[config.mk]
export PLATFORM = sky130hd
export DESIGN_NAME = spi_flash_boot_loader
export DESIGN_NICKNAME = d
export VERILOG_FILES = /design/src/rtl/spi_flash_boot_loader.sv
export SDC_FILE = /design/constraint.sdc
export NUM_CORES = 1
export LEC_CHECK = 0
export CORE_MARGIN = 1.5
export CORE_UTILIZATION = 46
export DETAILED_ROUTE_END_ITERATION = 12
export MAX_ROUTING_LAYER = met4
export PLACE_DENSITY = 0.74
export SYNTH_ARGS = -nofsm -noshare
export SYNTH_HDL_FRONTEND = slang
export SYNTH_SLANG_ARGS = --single-unit
[constraint.sdc]
create_clock -name clk -period 2.3 [get_ports clk]
set_clock_uncertainty 0.15 [all_clocks]
set_input_delay 0.46 -clock clk [delete_from_list [all_inputs] [get_ports clk]]
set_output_delay 0.46 -clock clk [all_outputs]
set_load 0.02 [all_outputs]
[src/rtl/spi_flash_boot_loader.sv]
// Boot copier: drives spi_flash_ip's register port to read flash one word at a time
// and writes each word into on-chip memory; reports done or poll-timeout error.
//
// state    | meaning
// IDLE     | waiting for start (or auto-start after reset)
// WR_CMD   | writing CMD = READ (0x03)
// WR_ADDR  | writing flash byte address
// WR_LEN   | writing LEN = 4 bytes
// WR_CTRL  | writing CTRL.start
// POLL_RD  | reading STATUS
// POLL_CHK | STATUS data on m_rdata; decide
// DATA_RD  | reading RXDATA
// DATA_CAP | RXDATA on m_rdata; capture into memory write
// MEM_WR   | memory write strobe high
// NEXT     | advance word count / pointer
// DONE     | copy complete
// ERR      | poll timeout on word mem_addr
module spi_flash_boot_loader #(
    parameter logic [23:0] FLASH_BASE   = 24'h000000,
    parameter int          BOOT_WORDS   = 64,
    parameter int          MEM_AW       = 8,
    parameter int          POLL_TIMEOUT = 1024,
    parameter int          AUTO_START   = 1
) (
    input  logic              clk,
    input  logic              rst_n,
    input  logic              start,
    output logic              boot_busy,
    output logic              boot_done,
    output logic              boot_err,
    output logic              m_wr_en,
    output logic              m_rd_en,
    output logic [7:0]        m_addr,
    output logic [31:0]       m_wdata,
    input  logic [31:0]       m_rdata,
    output logic              mem_we,
    output logic [MEM_AW-1:0] mem_addr,
    output logic [31:0]       mem_wdata
);

    localparam int WW = (MEM_AW > 16) ? MEM_AW : 16;
    localparam int PW = $clog2(POLL_TIMEOUT + 1);
    localparam logic [WW-1:0] LAST_WORD = WW'(BOOT_WORDS);
    localparam logic [PW-1:0] POLL_MAX  = PW'(POLL_TIMEOUT);

    localparam logic [7:0] REG_CMD    = 8'h00;
    localparam logic [7:0] REG_ADDR   = 8'h04;
    localparam logic [7:0] REG_LEN    = 8'h08;
    localparam logic [7:0] REG_CTRL   = 8'h0C;
    localparam logic [7:0] REG_STATUS = 8'h10;
    localparam logic [7:0] REG_RXDATA = 8'h18;

    typedef enum logic [3:0] {
        S_IDLE, S_WR_CMD, S_WR_ADDR, S_WR_LEN, S_WR_CTRL, S_POLL_RD, S_POLL_CHK,
        S_DATA_RD, S_DATA_CAP, S_MEM_WR, S_NEXT, S_DONE, S_ERR
    } state_t;

    state_t            state_q;
    logic [WW-1:0]     word_cnt_q, word_cnt_d;
    logic [23:0]       ptr_q;
    logic [PW-1:0]     poll_cnt_q, poll_cnt_d;
    logic              auto_q;
    logic              busy_q, done_q, err_q;
    logic              m_wr_en_q, m_rd_en_q;
    logic [7:0]        m_addr_q;
    logic [31:0]       m_wdata_q;
    logic              mem_we_q;
    logic [MEM_AW-1:0] mem_addr_q;
    logic [31:0]       mem_wdata_q;

    assign word_cnt_d = word_cnt_q + 1'b1;
    assign poll_cnt_d = poll_cnt_q + 1'b1;

    // Each branch loads the strobes for the state it enters, so a strobe is
    // high exactly while the FSM sits in the matching state.
    always_ff @(posedge clk or negedge rst_n) begin
        if (!rst_n) begin
            state_q     <= S_IDLE;
            word_cnt_q  <= '0;
            ptr_q       <= FLASH_BASE;
            poll_cnt_q  <= '0;
            auto_q      <= (AUTO_START != 0);
            busy_q      <= 1'b0;
            done_q      <= 1'b0;
            err_q       <= 1'b0;
            m_wr_en_q   <= 1'b0;
            m_rd_en_q   <= 1'b0;
            m_addr_q    <= '0;
            m_wdata_q   <= '0;
            mem_we_q    <= 1'b0;
            mem_addr_q  <= '0;
            mem_wdata_q <= '0;
        end else begin
            m_wr_en_q   <= 1'b0;
            m_rd_en_q   <= 1'b0;
            m_addr_q    <= '0;
            m_wdata_q   <= '0;
            mem_we_q    <= 1'b0;
            mem_wdata_q <= '0;
            case (state_q)
                S_IDLE, S_DONE, S_ERR: begin
                    if (start || auto_q) begin
                        auto_q     <= 1'b0;
                        word_cnt_q <= '0;
                        ptr_q      <= FLASH_BASE;
                        poll_cnt_q <= '0;
                        busy_q     <= 1'b1;
                        done_q     <= 1'b0;
                        err_q      <= 1'b0;
                        mem_addr_q <= '0;
                        state_q    <= S_WR_CMD;
                        m_wr_en_q  <= 1'b1;
                        m_addr_q   <= REG_CMD;
                        m_wdata_q  <= 32'h0000_0003;
                    end
                end
                S_WR_CMD: begin
                    state_q   <= S_WR_ADDR;
                    m_wr_en_q <= 1'b1;
                    m_addr_q  <= REG_ADDR;
                    m_wdata_q <= {8'h00, ptr_q};
                end
                S_WR_ADDR: begin
                    state_q   <= S_WR_LEN;
                    m_wr_en_q <= 1'b1;
                    m_addr_q  <= REG_LEN;
                    m_wdata_q <= 32'd4;
                end
                S_WR_LEN: begin
                    state_q   <= S_WR_CTRL;
                    m_wr_en_q <= 1'b1;
                    m_addr_q  <= REG_CTRL;
                    m_wdata_q <= 32'd1;
                end
                S_WR_CTRL: begin
                    state_q   <= S_POLL_RD;
                    m_rd_en_q <= 1'b1;
                    m_addr_q  <= REG_STATUS;
                end
                S_POLL_RD: begin
                    state_q <= S_POLL_CHK;
                end
                S_POLL_CHK: begin
                    if (m_rdata[1] && !m_rdata[0]) begin
                        state_q   <= S_DATA_RD;
                        m_rd_en_q <= 1'b1;
                        m_addr_q  <= REG_RXDATA;
                    end else if (poll_cnt_d == POLL_MAX) begin
                        poll_cnt_q <= poll_cnt_d;
                        state_q    <= S_ERR;
                        err_q      <= 1'b1;
                        busy_q     <= 1'b0;
                        mem_addr_q <= word_cnt_q[MEM_AW-1:0];
                    end else begin
                        poll_cnt_q <= poll_cnt_d;
                        state_q    <= S_POLL_RD;
                        m_rd_en_q  <= 1'b1;
                        m_addr_q   <= REG_STATUS;
                    end
                end
                S_DATA_RD: begin
                    state_q <= S_DATA_CAP;
                end
                S_DATA_CAP: begin
                    state_q     <= S_MEM_WR;
                    mem_we_q    <= 1'b1;
                    mem_addr_q  <= word_cnt_q[MEM_AW-1:0];
                    mem_wdata_q <= m_rdata;
                end
                S_MEM_WR: begin
                    state_q <= S_NEXT;
                end
                S_NEXT: begin
                    word_cnt_q <= word_cnt_d;
                    ptr_q      <= ptr_q + 24'd4;
                    poll_cnt_q <= '0;
                    if (word_cnt_d == LAST_WORD) begin
                        state_q <= S_DONE;
                        done_q  <= 1'b1;
                        busy_q  <= 1'b0;
                    end else begin
                        state_q   <= S_WR_CMD;
                        m_wr_en_q <= 1'b1;
                        m_addr_q  <= REG_CMD;
                        m_wdata_q <= 32'h0000_0003;
                    end
                end
                default: begin
                    state_q <= S_IDLE;
                end
            endcase
        end
    end

    assign boot_busy = busy_q;
    assign boot_done = done_q;
    assign boot_err  = err_q;
    assign m_wr_en   = m_wr_en_q;
    assign m_rd_en   = m_rd_en_q;
    assign m_addr    = m_addr_q;
    assign m_wdata   = m_wdata_q;
    assign mem_we    = mem_we_q;
    assign mem_addr  = mem_addr_q;
    assign mem_wdata = mem_wdata_q;

endmodule
---- Word-level counts from Yosys, hierarchy flattened ----
Cells that the tools add are included.
word-level totals
  register bits after elaboration ......... 142
  bits in latches ......................... 0
  bits in writable memories ............... 0
  memory bits (read-only) ................. 0
  input bits .............................. 35
  output and inout bits ................... 86
  memories ................................ 0
cells by class
  $add $sub $neg .......................... 3
  $mul .................................... 0
  div/mod/pow operators ................... 0
  magnitude comparators ................... 0
  eq/ne operators ......................... 18
  shift-type cells ........................ 0
  mux-type cells .......................... 41
  bitwise logic cells ..................... 0
  reduce and logical (&&, ||, !) cells .... 17
operator list
  kind                                                  count
  one-hot mux 24 bit (5 select lines)                   1
  one-hot mux 24 bit (2 select lines)                   1
  one-hot mux 4 bit (11 select lines)                   1
  one-hot mux 11 bit (3 select lines)                   1
  two-way mux 32 bit                                    1
  one-hot mux 16 bit (2 select lines)                   1
  one-hot mux 5 bit (5 select lines)                    1
  adder 24 x 3 -> 24 bit, second input constant         1
  two-way mux 24 bit                                    1
  two-way mux 8 bit                                     3
  one-hot mux 8 bit (3 select lines)                    1
  two-way mux 11 bit                                    2
  equality test 4 bit, second input constant            5
  adder 16 x 1 -> 16 bit, second input constant         1
  equality test 16 x 7 -> 1 bit, second input constant  1
  equality test 4 x 3 -> 1 bit, second input constant   4
  two-way mux 16 bit                                    1
  two-way mux 4 bit                                     4
  two-way mux 1 bit                                     13
  adder 11 x 1 -> 11 bit, second input constant         1
  equality test 11 bit, second input constant           1
  two-way mux 5 bit                                     2
  equality test 4 x 2 -> 1 bit, second input constant   2
  inequality test 2 bit, second input constant          4
  15 further kinds                                      25

---- Longest topological paths before layout ----
  depth after elaboration ................. 5
  mapped depth ............................ 9
  gate-level depth less buffers ........... 7

---- Worst setup path before layout ----
OpenSTA, ideal clock, no wires.
  path type ............................... reg-to-reg
  from .................................... register word_cnt_q[0]
  to ...................................... register busy_q (netlist: boot_busy)
  arrival time ............................ 1882 ps
  required time ........................... 2013 ps
  slack ................................... 131 ps
  stages on the path, launching flop included .. 8
  clock period less this slack ............ 2169 ps
  cells stage by stage .................... dfrtp_1 -> ha_1 -> nand2_1 -> nor4_1 -> and3_1 -> o2111ai_2 -> a221oi_2 -> o21ai_1
between the ends
  longest elaborated chain between the ends .. 4
ends and longest elaborated chain
  item                                    RTL line  source
  start, declared                         59        logic [WW-1:0] word_cnt_q, word_cnt_d;
  start signal, assigned                  174       word_cnt_q <= word_cnt_d;
  adder 16 x 1 -> 16 bit                  71        assign word_cnt_d = word_cnt_q + 1'b1;
  equality test 16 x 7 -> 1 bit           177       if (word_cnt_d == LAST_WORD) begin
  inequality test 2 bit (no source line)  -
  AND reduction 5 bit (no source line)    -
  end signal, assigned                    83        busy_q <= 1'b0;
  end signal, assigned                    107       busy_q <= 1'b1;
  end signal, assigned                    180       busy_q <= 1'b0;
  end, declared                           63        logic busy_q, done_q, err_q;
Every way passes these cells.
A chain may end at the register's enable or synchronous reset.

---- Worst setup path after layout ----
  from .................................... register poll_cnt_q[2]
  to ...................................... register state_q[0]
between the ends
  longest elaborated chain between the ends .. 5
ends and longest elaborated chain
  item                                 RTL line  source
  start, declared                      61        logic [PW-1:0] poll_cnt_q, poll_cnt_d;
  start signal, assigned               149       poll_cnt_q <= poll_cnt_d;
  start signal, assigned               155       poll_cnt_q <= poll_cnt_d;
  adder 11 x 1 -> 11 bit               72        assign poll_cnt_d = poll_cnt_q + 1'b1;
  equality test 11 bit                 148       end else if (poll_cnt_d == POLL_MAX) begin
  two-way mux 4 bit                    148
  two-way mux 4 bit                    144       if (m_rdata[1] && !m_rdata[0]) begin
  one-hot mux 4 bit (11 select lines)  100       case (state_q)
  end signal, assigned                 145       state_q <= S_DATA_RD;
  end signal, assigned                 150       state_q <= S_ERR;
  end signal, assigned                 156       state_q <= S_POLL_RD;
  end, declared                        58        state_t state_q;
Every way passes these cells.

==> results.md <==
* Status: complete, no violations
* Worst EP arrival at ~2.4 ns
* Clk buf depth at 2
* Switching part of the total power at 0.296
* Met1 Wirelength at between 5000 and 6000 µm
* Placer congestion estimate at 0.840
* Total GRT Usage at 0.232
* P&R area growth vs syn at 39.3%
* Post-CTS setup buffers at 0
* Rows at 40
* Count of non-filler cells in the finished layout at 849
* Root Driver: clkbuf_16
* Max Clk Rate at 459 MHz
* H-tree depth at 4
* Antenna Nets Post-Route at 0
* Post-Synthesis Cells at approximately 550
* Initial Utilization at 0.470
* Number of synthesized flops with an enable pin at 0
* WL met3 at 601 µm
* Main synth FF type: dfrtp_1
* Critical Path RT at approximately 2.5 ns
* Post-synthesis sequential area ratio at 0.563
* Pin count of the biggest net entering global routing at 40
* Seq pwr share at 0.362
* Final period util at 0.947
* Inst Count DP at around 820
* Internal power at 5.04 mW
* Die Ht at between 100 and 150 µm
* R2R cell count at 7
* Die area at 12,900 µm²
* Fin. max-slew vios at 0
* Max FO, Critical Path at 6
* Highest metal used: met4
* Post-DP HPWL at between 9000 and 10,000 µm
* Share of cells above drive strength 1 at 0.165
* Die Wd at 114 µm
* Compound-gate portion of the synthesized area at 0.142
* Endpoints failing setup at 0
* Max Cap Viol at 0
* Hold WS at 0.318 ns
* Asr flop ratio synth at 1.00
* Net switching power at around 2.1 mW
* Wire per inst at 16.0 µm
* Max_slew headroom at 0.663
* Simple-gate share of the synthesized area at 0.220
* CTS tree: yes
* Netlist Area Pre-Place at 5650 µm²
* Number of global-route vias before repair at 4,594
* Worst hold-check path type: flip-flop to flip-flop
* I/O Pins at 121
* Synth cell types at 64
* VDD IR max at 0.000520 V
* Syn Area/Cell at 10.3 µm²
* Power Density at 910 nW/µm²
* Initial antenna violation count at 0
* Reg clk slew, reported paths at 0.05 ns
* CTS buffer count at 17
* Crit-path cells: nand3_1 > nor4_4 > mux2_2 > nor3b_4 > buf_4 > o22a_1 > o22ai_1
* Final Hold Fails at 0
* Routed vias/inst at 5.42
* Worst path buffer plus inverter count at 1
* Wire length on met2 at around 7000 µm
* Core area at about 12,000 µm²
* Final nets at 727
* Global-route wire length before repair at 22,600 µm
* WS Path Type: flip-flop to flip-flop
* Starting DRC count in detailed routing at 434
* Number of port buffers at 107
* Slowest-stage cell, CP: dfrtp_1
* Ys Warns at 0
* Adder-Cell Fraction of Synth Area at 0.00665
* Delay-heaviest family, CP: simple AND/OR/NAND/NOR gates
* Worst-skew pair later-pin latency at 0.42 ns
* Crit path capture type: flip-flop
* FILL cells at slightly above 900
* Worst Max-Slew Pin Slew at 0.503 ns
* Seq cells post-synth at 127
* DR vias at between 4,000 and 5,000
* ANT cells at 0
* Comb pwr share at 0.245
* XOR/XNOR share of the synthesized area at 0.0124
* Clk network pwr share at 0.393
* CP Depth at 7
* LEAKAGE at 3.51 nW
* Critical path's largest stage delay at 0.42 ns
* DR DRC count at 0
* CTS sink count at 127
* Routed WL at 13,600 µm
* Min Tclk post-route at 2.18 ns
* Kind of start point of the critical path: flip-flop
* Drt pass-1 iters at 5
* Largest family of logic cells by synthesized area: simple AND/OR/NAND/NOR gates
* GRT Residual Overflow at 0
* Hold path cells at 1
* Post-synthesis mux area share at 0.0109
[state kept, by name, indices dropped and copies added (netlist names)]
register,count
auto_q,1
word_cnt_q,16
ptr_q,22
m_wdata,24
poll_cnt_q,11
m_wr_en,1
m_rd_en,1
boot_done,1
boot_err,1
m_addr,3
state_q,4
mem_addr,8
mem_wdata,32
boot_busy,1
mem_we,1
[cells in the mapped netlist (2+ instances only)]
cell type	count	area share
dfrtp_1	126	0.56
o21ai_0	64	0.057
and2_1	58	0.064
nand2_1	44	0.029
nor2_1	32	0.021
clkbuf_1	24	0.016
nand3_1	23	0.020
buf_4	13	0.017
nand4_1	13	0.014
a21oi_1	11	0.0098
a22o_1	9	0.014
nor3_1	9	0.0080
a31oi_1	8	0.0089
buf_2	7	0.0062
nand2b_1	7	0.0078
o31ai_1	7	0.0093
o41ai_1	6	0.0093
inv_1	5	0.0033
mux2i_1	5	0.0089
nor4_1	5	0.0055
xnor2_1	4	0.0062
xor2_1	4	0.0062
a211oi_1	3	0.0040
and3_1	3	0.0033
ha_1	3	0.0066
o211ai_1	3	0.0040
or2_2	3	0.0033
or3_1	3	0.0033
and4_1	2	0.0031
and4b_1	2	0.0035
nand3b_1	2	0.0027
nor2b_1	2	0.0022
o21a_1	2	0.0027
o21ai_1	2	0.0018
o22ai_1	2	0.0022
o311ai_0	2	0.0031
[power groups by stage]
stage	Sequential, mW	Combinational (mW)	Clock (mW)
after detailed placement	2.61	1.73	0
after floorplan	2.70	0.818	0
after global routing	2.61	1.91	2.96
after global placement	2.60	1.68	0
final	2.59	1.76	2.81
after CTS	2.58	1.74	2.85
[cells in the final DEF, fill, tap and decap left out, types with 3 or more instances in the layout]
master,instances
inv_1,5
mux2i_1,4
or3_1,3
bufinv_16,3
nand3_1,22
o41ai_1,5
dfrtp_1,121
a22o_1,9
nor3_1,9
nand4_1,13
nand2b_1,7
and2_1,57
clkbuf_8,5
and3_1,3
nor2_1,30
buf_12,4
xor2_1,4
or2_2,3
clkbuf_16,17
a211oi_1,3
o21ai_0,63
conb_1,13
o211ai_1,3
nand2_1,44
o21ai_1,3
nor4_1,3
a31oi_1,8
xnor2_1,3
o31ai_1,7
dfrtp_2,5
a21oi_1,10
clkdlybuf4s50_1,106
buf_4,47
[timing repair]
item | 4_1_cts | 5_1_grt
setup endpoints to repair | 1 | 23
gates resized for setup | 0 | 19
pin swaps | 1 | 1
endpoints found under the hold margin | 36 | 0
hold buffers | 1 | 0
[routing by layer]
layer	vias up	track usage
met2	139	0.373
met1	2241	0.283
li1	2200	-
met4	0	0.0908
met3	18	0.0569
met5	-	-
[metrics by stage]
stage                     power (mW)   TNS, ns  worst slack (ns)   util  area [µm²]
after global placement          4.28    -0.503           -0.0358  0.595        7150
after floorplan                 3.52         0             0.131      -        5690
after global routing            7.48  -0.00572          -0.00572  0.655        7870
after detailed placement        4.34     -1.07            -0.101  0.595        7150
final                           7.16         0             0.123  0.655        7870
after CTS                       7.17         0           0.00543  0.648        7790
[kinds of logic (layout without fill, tap and decap cells)]
| kind of cell | Yosys count | count (layout) |
|---|---|---|
| AND/OR/NAND/NOR | 222 | 222 |
| AO/OA/AOI/OAI | 128 | 128 |
| flip-flops | 127 | 127 |
| buffers and inverters | 51 | 195 |
| XOR/XNOR | 8 | 8 |
| multiplexers | 6 | 6 |
| adder cells (fa/ha/maj) | 3 | 3 |
| other | 1 | 13 |
[final timing paths]
| path | start | end | slack (ns) |
|---|---|---|---|
| min in group asynchronous | rst_n | mem_wdata[22]$_DFF_PN0_ | 0.40 |
| min | ptr_q[23]$_DFFE_PN0P_ | ptr_q[23]$_DFFE_PN0P_ | 0.32 |
| max | poll_cnt_q[2]$_DFFE_PN0P_ | state_q[0]$_DFFE_PN0P_ | 0.12 |
| max reg2reg | poll_cnt_q[2]$_DFFE_PN0P_ | state_q[0]$_DFFE_PN0P_ | 0.12 |
| min reg2reg | ptr_q[23]$_DFFE_PN0P_ | ptr_q[23]$_DFFE_PN0P_ | 0.32 |
| max in group asynchronous | rst_n | mem_wdata[18]$_DFF_PN0_ | 0.98 |
[final cells by class]
class | count | area [µm²] | area share
clock inverter | 8 | 128 | 0.0162
sequential | 127 | 3190 | 0.405
multi-input combinational | 380 | 2340 | 0.298
timing repair buffer | 158 | 1500 | 0.191
tap | 147 | 184 | 0.0234
inverter | 5 | 18.8 | 0.00239
clock buffer | 24 | 502 | 0.0638
[worst register-to-register path: stages, from the launching register on]
cell,delay (ns)
dfrtp_1,0.42
nand3_1,0.17
nor4_4,0.32
mux2_2,0.39
nor3b_4,0.16
buf_4,0.16
o22a_1,0.17
o22ai_1,0.15
No activity file was read; power rests on OpenSTA's default activity.
